[src/rtl/blink_pkg.sv]
// blink_pkg: shared definitions for the blink sequencer slice.
//   state_t          - sequencer FSM states (IDLE, ON, OFF, DONE)
//   DEF_COUNT_LENGTH - default width of the on/off duration fields
//   DEF_REP_LENGTH   - default width of the repeat-count field
package blink_pkg;

    localparam int DEF_COUNT_LENGTH = $clog2(6);
    localparam int DEF_REP_LENGTH   = 4;

    typedef enum logic [1:0] {
        IDLE,
        ON,
        OFF,
        DONE
    } state_t;

endpackage

[src/rtl/blink_timer.sv]
// blink_timer: synchronous loadable down counter timing one blink phase.
//   i_clk     - clock, rising edge
//   i_rst     - synchronous active-high reset, clears the count
//   i_load    - load i_val into the counter (a value of 0 loads 1)
//   i_val     - phase duration in cycles
//   o_timeout - high in the cycle the count is 1, i.e. the last cycle of a
//               phase that was loaded with V (V cycles after the load edge)
module blink_timer #(
    parameter int W = 3
) (
    input  logic         i_clk,
    input  logic         i_rst,
    input  logic         i_load,
    input  logic [W-1:0] i_val,
    output logic         o_timeout
);

    localparam logic [W-1:0] ONE = {{(W-1){1'b0}}, 1'b1};

    logic [W-1:0] count_q;

    always_ff @(posedge i_clk) begin
        if (i_rst) begin
            count_q <= '0;
        end else if (i_load) begin
            count_q <= (i_val == '0) ? ONE : i_val;
        end else if (count_q != '0) begin
            // Runs down to 0 and parks there once a phase ends unreloaded.
            count_q <= count_q - ONE;
        end
    end

    assign o_timeout = (count_q == ONE);

endmodule

[src/rtl/blink_sequencer.sv]
// blink_sequencer: drives an LED through a programmable number of ON/OFF
// pairs, with abort and a completion pulse.
//   i_clk       - clock, rising edge
//   i_rst       - synchronous active-high reset, highest priority
//   i_start     - one-cycle start request, honoured only in IDLE
//   i_stop      - abort request, sampled every cycle
//   i_on_time   - ON duration in cycles (0 treated as 1), latched at start
//   i_off_time  - OFF duration in cycles (0 treated as 1), latched at start
//   i_repeat    - number of ON/OFF pairs (0 treated as 1), latched at start
//   o_led       - high only in ON
//   o_busy      - high in ON and OFF
//   o_done      - one-cycle pulse on normal completion
module blink_sequencer
    import blink_pkg::*;
#(
    parameter int COUNT_LENGTH = DEF_COUNT_LENGTH,
    parameter int REP_LENGTH   = DEF_REP_LENGTH
) (
    input  logic                    i_clk,
    input  logic                    i_rst,
    input  logic                    i_start,
    input  logic                    i_stop,
    input  logic [COUNT_LENGTH-1:0] i_on_time,
    input  logic [COUNT_LENGTH-1:0] i_off_time,
    input  logic [REP_LENGTH-1:0]   i_repeat,
    output logic                    o_led,
    output logic                    o_busy,
    output logic                    o_done
);

    localparam logic [REP_LENGTH-1:0] REP_ONE = {{(REP_LENGTH-1){1'b0}}, 1'b1};

    state_t                  state_q;
    logic [COUNT_LENGTH-1:0] on_q;
    logic [COUNT_LENGTH-1:0] off_q;
    logic [REP_LENGTH-1:0]   rem_q;
    logic                    led_q;
    logic                    busy_q;
    logic                    done_q;

    logic                    tmr_load;
    logic [COUNT_LENGTH-1:0] tmr_val;
    logic                    tmr_timeout;

    // Timer reload happens on exactly the edges where the FSM enters ON or OFF.
    // The start cycle loads straight from the input since on_q is not yet valid.
    always_comb begin
        tmr_load = 1'b0;
        tmr_val  = on_q;
        case (state_q)
            IDLE: begin
                if (i_start && !i_stop) begin
                    tmr_load = 1'b1;
                    tmr_val  = i_on_time;
                end
            end
            ON: begin
                if (!i_stop && tmr_timeout) begin
                    tmr_load = 1'b1;
                    tmr_val  = off_q;
                end
            end
            OFF: begin
                if (!i_stop && tmr_timeout && (rem_q > REP_ONE)) begin
                    tmr_load = 1'b1;
                    tmr_val  = on_q;
                end
            end
            default: begin
            end
        endcase
    end

    blink_timer #(
        .W(COUNT_LENGTH)
    ) u_timer (
        .i_clk    (i_clk),
        .i_rst    (i_rst),
        .i_load   (tmr_load),
        .i_val    (tmr_val),
        .o_timeout(tmr_timeout)
    );

    // Outputs are registered alongside the state: each branch sets the
    // outputs that belong to the state being entered.
    always_ff @(posedge i_clk) begin
        if (i_rst) begin
            state_q <= IDLE;
            on_q    <= '0;
            off_q   <= '0;
            rem_q   <= '0;
            led_q   <= 1'b0;
            busy_q  <= 1'b0;
            done_q  <= 1'b0;
        end else begin
            led_q  <= 1'b0;
            busy_q <= 1'b0;
            done_q <= 1'b0;
            case (state_q)
                IDLE: begin
                    if (i_start && !i_stop) begin
                        on_q    <= i_on_time;
                        off_q   <= i_off_time;
                        rem_q   <= (i_repeat == '0) ? REP_ONE : i_repeat;
                        state_q <= ON;
                        led_q   <= 1'b1;
                        busy_q  <= 1'b1;
                    end
                end
                ON: begin
                    if (i_stop) begin
                        state_q <= IDLE;
                    end else if (tmr_timeout) begin
                        state_q <= OFF;
                        busy_q  <= 1'b1;
                    end else begin
                        led_q  <= 1'b1;
                        busy_q <= 1'b1;
                    end
                end
                OFF: begin
                    if (i_stop) begin
                        state_q <= IDLE;
                    end else if (tmr_timeout) begin
                        if (rem_q > REP_ONE) begin
                            rem_q   <= rem_q - REP_ONE;
                            state_q <= ON;
                            led_q   <= 1'b1;
                            busy_q  <= 1'b1;
                        end else begin
                            state_q <= DONE;
                            done_q  <= 1'b1;
                        end
                    end else begin
                        busy_q <= 1'b1;
                    end
                end
                DONE: begin
                    state_q <= IDLE;
                end
                default: begin
                    state_q <= IDLE;
                end
            endcase
        end
    end

    assign o_led  = led_q;
    assign o_busy = busy_q;
    assign o_done = done_q;

endmodule

[config.mk]
export PLATFORM = sky130hd
export DESIGN_NAME = blink_sequencer
export DESIGN_NICKNAME = d
export VERILOG_FILES = /design/src/rtl/blink_pkg.sv /design/src/rtl/blink_timer.sv /design/src/rtl/blink_sequencer.sv
export SDC_FILE = /design/constraint.sdc
export NUM_CORES = 1
export LEC_CHECK = 0
export BUFFER_PORTS_ARGS = -buffer_cell sky130_fd_sc_hd__buf_2
export CORE_MARGIN = 2
export CORE_UTILIZATION = 59
export DETAILED_ROUTE_END_ITERATION = 10
export PLACE_DENSITY = 0.79
export SYNTH_ARGS = -nofsm -noshare
export SYNTH_HDL_FRONTEND = slang
export SYNTH_SLANG_ARGS = --single-unit
export TNS_END_PERCENT = 5
[constraint.sdc]
create_clock -name i_clk -period 3.22 [get_ports i_clk]
set_input_delay 0.644 -clock i_clk [delete_from_list [all_inputs] [get_ports i_clk]]
set_output_delay 0.644 -clock i_clk [all_outputs]
set_load 0.05 [all_outputs]
# Word level (Yosys, flattened, before mapping)
# Cells that the tools add are included.
# word_totals
reg_bits,18
latchBits,0
mem_bits_ro,0
n_memories,0
mem_bits_rw,0
wordCells,71
out_inout_bits,3
inputBits,14
# op_classes
n_mul,0
addsub,2
eq_ne,10
n_shift,0
div,0
n_reduce_logical,14
n_lt_le_gt_ge,1
bitwise,2
muxes,34
# ops
operator,count
$mux 4,5
$mux 3,5
$mux 1,12
$mux 2,6
$pmux 1 s3,3
$ne 2x2->1 const B,4
$pmux 2 s4,1
$pmux 4 s2,1
$ne 3x3->1 const B,2
$pmux 3 s2,1
$reduce_and 5->1,1
$eq 2x2->1 const B,2
$gt 4x1->1 const B,1
$logic_not 4->1,1
$reduce_bool 2->1,2
$reduce_or 4->1,1
$sub 4x1->4 const B,1
$eq 3x1->1 const B,1
$logic_and 1x1->1,3
$logic_not 3->1,1
$reduce_and 3->1,1
$reduce_bool 3->1,1
$sub 3x1->3 const B,1
$eq 2x1->1 const B,1
4 further kinds,5

# Logic depth before layout (Yosys ltp)
# depth
word_depth,7
ltp_mapped,7
mapped_depth_nobuf,7

# By module
# A second synthesis with hierarchy kept.
# hier_totals
cells_unflattened,128
hier_area_um2,1012.2
# by_module_without_submodules
mod,cells_each,area_per_inst_um2,seq_area_each_um2,instances
blink_sequencer,104,794.5,300.3,1
blink_timer,24,217.7,60.1,1

# Worst setup path before layout
# OpenSTA, ideal clock, no wires.
# synth_timing
path_type,input to register
start,in i_stop
end,reg u_timer.count_q[0]
setup_ps,91
required_time_ps,3129
n_path_buf,0
stages,5
arrival_ps,1649
path_slack_ps,1480
path_cell_list,nor3b_4 > mux2i_1 > o221a_1 > nand4b_1 > a311oi_1
# synth_via
elab_chain_cells,7
word_cells_on_any_way,15
cone_classes,mux: 9; reduce/logical: 6
# synth_lines
element,line_no,rtl
from (decl),blink_sequencer.sv:22,"input logic i_stop,"
$logic_not 1->1 (*),"blink_sequencer.sv:52, blink_sequencer.sv:58, blink_sequencer.sv:64",
"$logic_and 1x1->1, on equally long branches","blink_sequencer.sv:58, blink_sequencer.sv:64, blink_sequencer.sv:52",
"$mux 3, on equally long branches","blink_sequencer.sv:58, blink_sequencer.sv:52",
$pmux 3 s2,blink_sequencer.sv:50,case (state_q)
$logic_not 3->1,blink_timer.sv:26,count_q <= (i_val == '0) ? ONE : i_val;
$mux 3,blink_timer.sv:26,
$mux 3,blink_timer.sv:25,end else if (i_load) begin
to (signal assigned),blink_timer.sv:26,
to (signal assigned),blink_timer.sv:29,count_q <= count_q - ONE;
to (decl),blink_timer.sv:20,logic [W-1:0] count_q;
# Every way passes the cells marked *; elsewhere a longest branch is shown, timed or not.
# A chain may end at the register's enable or synchronous reset.

# Final worst setup path
# layout_timing
start,reg u_timer.count_q[1]
end,reg u_timer.count_q[1]
# layout_via
elab_chain_cells,7
word_cells_on_any_way,15
cone_classes,add/sub: 1; eq/ne: 1; mux: 8; reduce/logical: 5
# layout_lines
element,line_no,rtl
$eq 3x1->1,blink_timer.sv:33,assign o_timeout = (count_q == ONE);
$logic_and 1x1->1,"blink_sequencer.sv:58, blink_sequencer.sv:64",
$mux 3,blink_sequencer.sv:58,if (!i_stop && tmr_timeout) begin
$pmux 3 s2,blink_sequencer.sv:50,
$logic_not 3->1,blink_timer.sv:26,
$mux 3,blink_timer.sv:26,
$mux 3,blink_timer.sv:25,
# Parallel ways exist; a longest one is shown, timed or not. The select of a mux whose other input is x is not followed.

==> metrics.cfg <==
[outcome]
outcome = complete, no violations

[route]
viasPerCell = 5.657
drt_first_iter_violations = 23
ant_nets = 0
dr.pass1.iters = 4
drcViolationCount = 0
wire_per_inst_um = 12.97
num_vias = 939
wirelength_um = 2153

[sta]
worstMarginPinSlew_ns = 0.5512
slew_violations = 0
finalClockSkew_ns = 0.001200
finalSetupTns_ns = 0
fmax_ghz = 0.5363
min_period_over_period_pct = 57.90
hold_viol_final = 0
rsz0062_at_grt = false
fin_hold_ws_ns = 0.4651
period_minus_slack_ns = 1.865
setup_violations = 0
slew_headroom_pct = 63.10
setup_ws_ns = 1.355

[floorplanning]
fp.dieH_um = 46.81
ioPinCount = 17
rows = 15
die_area_sq_um = 2191
fp.coreArea_sq_um = 1727
fp.dieW_um = 46.81
initial_utilization_pct = 62.61

[layout]
diodes = 0
ff_latch_area_sq_um = 360.3
multi_input_area_sq_um = 664.4
stdcell_area_sq_um = 1185
fin_util_pct = 68.62
mostFrequentLayoutCells = dfxtp_1 (18), buf_2 (16), a21oi_1 (15), nand2_1 (15), nor2_1 (8)
fillers = 150
drive_above_1_share_pct = 20.57
final_cell_count_no_fill = 166
layout-area-overhead-vs-synth_pct = 9.607
layout_commonest_cell = dfxtp_1
final_nets = 162

[clocking]
hold_buffers = 0
numClockSinks = 18
cts_resized = 0
clockBufferDepth = 2
clkLatencyLatePin_ns = 0.29
cts_tree = built
clockRootBuffer = clkbuf_4
cts_buffers = 3
cts_setup_buffers = 0
h-tree-depth = 1
clk_pin_slew_worst_paths_ns = 0.10

[global_routing]
grt-ovfl-total = 0
track_usage_pct = 22.02
grt_start_max_net_pins = 17
antenna_found_initial = 0
grt_pass1_wl_um = 3436
grt_pass1_vias = 813

[logic_synthesis]
yosys_warnings = 0
synth_flop_cell = dfxtp_1
syn_area_per_cell_sq_um = 8.512
async_flop_share_pct = 0
synth_area_sq_um = 1081
ys_seq_area_share_pct = 33.33
syn-num-nets = 146
synth_edf_count = 0
synth-seq-cells = 18
netlist_instances = 127
synth.distinct_cells = 44

[worst_setup_path]
worst_setup_path_end_kind = register
crit_chain = inv_1 > ha_1 > nor2b_1 > o311ai_1 > a21oi_2 > mux2_4 > nor2_2
worstPathRequired_ns = 3.46
slowest_delay_ns = 0.33
path_class = reg -> reg
cp.arrival_ns = 2.11
start_kind = register
path_max_fanout = 5
cp_slowest_cell = mux2_4
critPathTopFamily = compound AO/OA/AOI/OAI gates
cp_num_buf_inv = 1

[placed_design]
port_buffers = 16
globalplace.congestion = 0.8493
place_area_sq_um = 1162
dp.cells = 163
hpwl_um = 1612
place_ws_ns = 1.179

[run]
cap_violations = 0

[power_and_ir_drop]
power_leakage_nw = 0.4510
peakVddDrop_mv = 0.3042
total_power_mw = 0.6473
power_density_nw_per_um2 = 546.3

[worst_hold_path]
worstHoldPathType = reg -> reg

-- power breakdown --
| part | total (mW) | leakage, nW | internal (mW) | switching (mW) |
|---|---|---|---|---|
| Clock | 0.113 | 0.0138 | 0.0435 | 0.0694 |
| Sequential | 0.275 | 0.147 | 0.249 | 0.0258 |
| Combinational | 0.259 | 0.290 | 0.122 | 0.138 |
-- cell families (layout without fill, tap and decap cells) --
group,after synthesis,count (layout),synth area share [%]
adders and majority gates,5,5,5.787
muxes,3,3,3.240
xor gates and xnor gates,1,1,0.8103
and+or+nand+nor,52,52,28.36
buffers and inverters,12,26,5.209
DFF,18,18,33.33
AOI/OAI and AO/OA,36,36,23.26
-- final timing paths --
path / cells past startpoint / startpoint / end / slack (ns)
setup / recovery: 7 / u_timer.count_q[1]$_SDFFE_PP0P_ / u_timer.count_q[1]$_SDFFE_PP0P_ / 1.36
hold / removal: 2 / off_q[2]$_SDFFE_PP0P_ / off_q[2]$_SDFFE_PP0P_ / 0.47
setup reg to reg: 7 / u_timer.count_q[1]$_SDFFE_PP0P_ / u_timer.count_q[1]$_SDFFE_PP0P_ / 1.36
hold reg to reg: 2 / off_q[2]$_SDFFE_PP0P_ / off_q[2]$_SDFFE_PP0P_ / 0.47
-- synth_stat cells, drive strengths merged, types with 3 or more instances --
| master | number | area, sq um |
|---|---|---|
| dfxtp | 18 | 360.4 |
| nor3 | 4 | 20.02 |
| o21ai | 3 | 15.01 |
| nor2b | 4 | 25.02 |
| ha | 5 | 62.56 |
| a211oi | 3 | 22.52 |
| nor2 | 9 | 36.29 |
| or3 | 5 | 32.53 |
| nand2b | 5 | 31.28 |
| clkbuf | 3 | 11.26 |
| a31oi | 3 | 33.78 |
| a21oi | 16 | 83.83 |
| inv | 7 | 26.28 |
| nand2 | 15 | 56.30 |
-- area by class of cell --
class / instances / area share, %
Timing Repair Buffer: 16 / 6.758
Tap cell: 25 / 2.640
Inverter: 7 / 2.218
Multi-Input combinational cell: 97 / 56.07
Clock buffer: 3 / 1.901
Sequential cell: 18 / 30.41
-- routing by layer --
layer | share of wire [%] | GRT usage (%) | up-vias
met5 | 0 | 0 | -
met3 | 3.8 | 5.000 | 2
met4 | 0.60 | 8.889 | 0
met1 | 48 | 29.15 | 425
li1 | - | - | 483
met2 | 48 | 34.79 | 29
-- tightest hold or removal path: cells and delay by family (launching register included) --
kind	cells	cell delay, ns
flip-flops	1	0.32
AND/OR/NAND/NOR	1	0.05
AO/OA/AOI/OAI	1	0.05
-- flip-flops by register name (all words and copies together) (netlist names) --
name and flops:
o_busy 1, o_done 1, o_led 1, off_q 3, on_q 3, rem_q 4
state_q 2, u_timer.count_q 3
(Power assumes the default switching activity.)
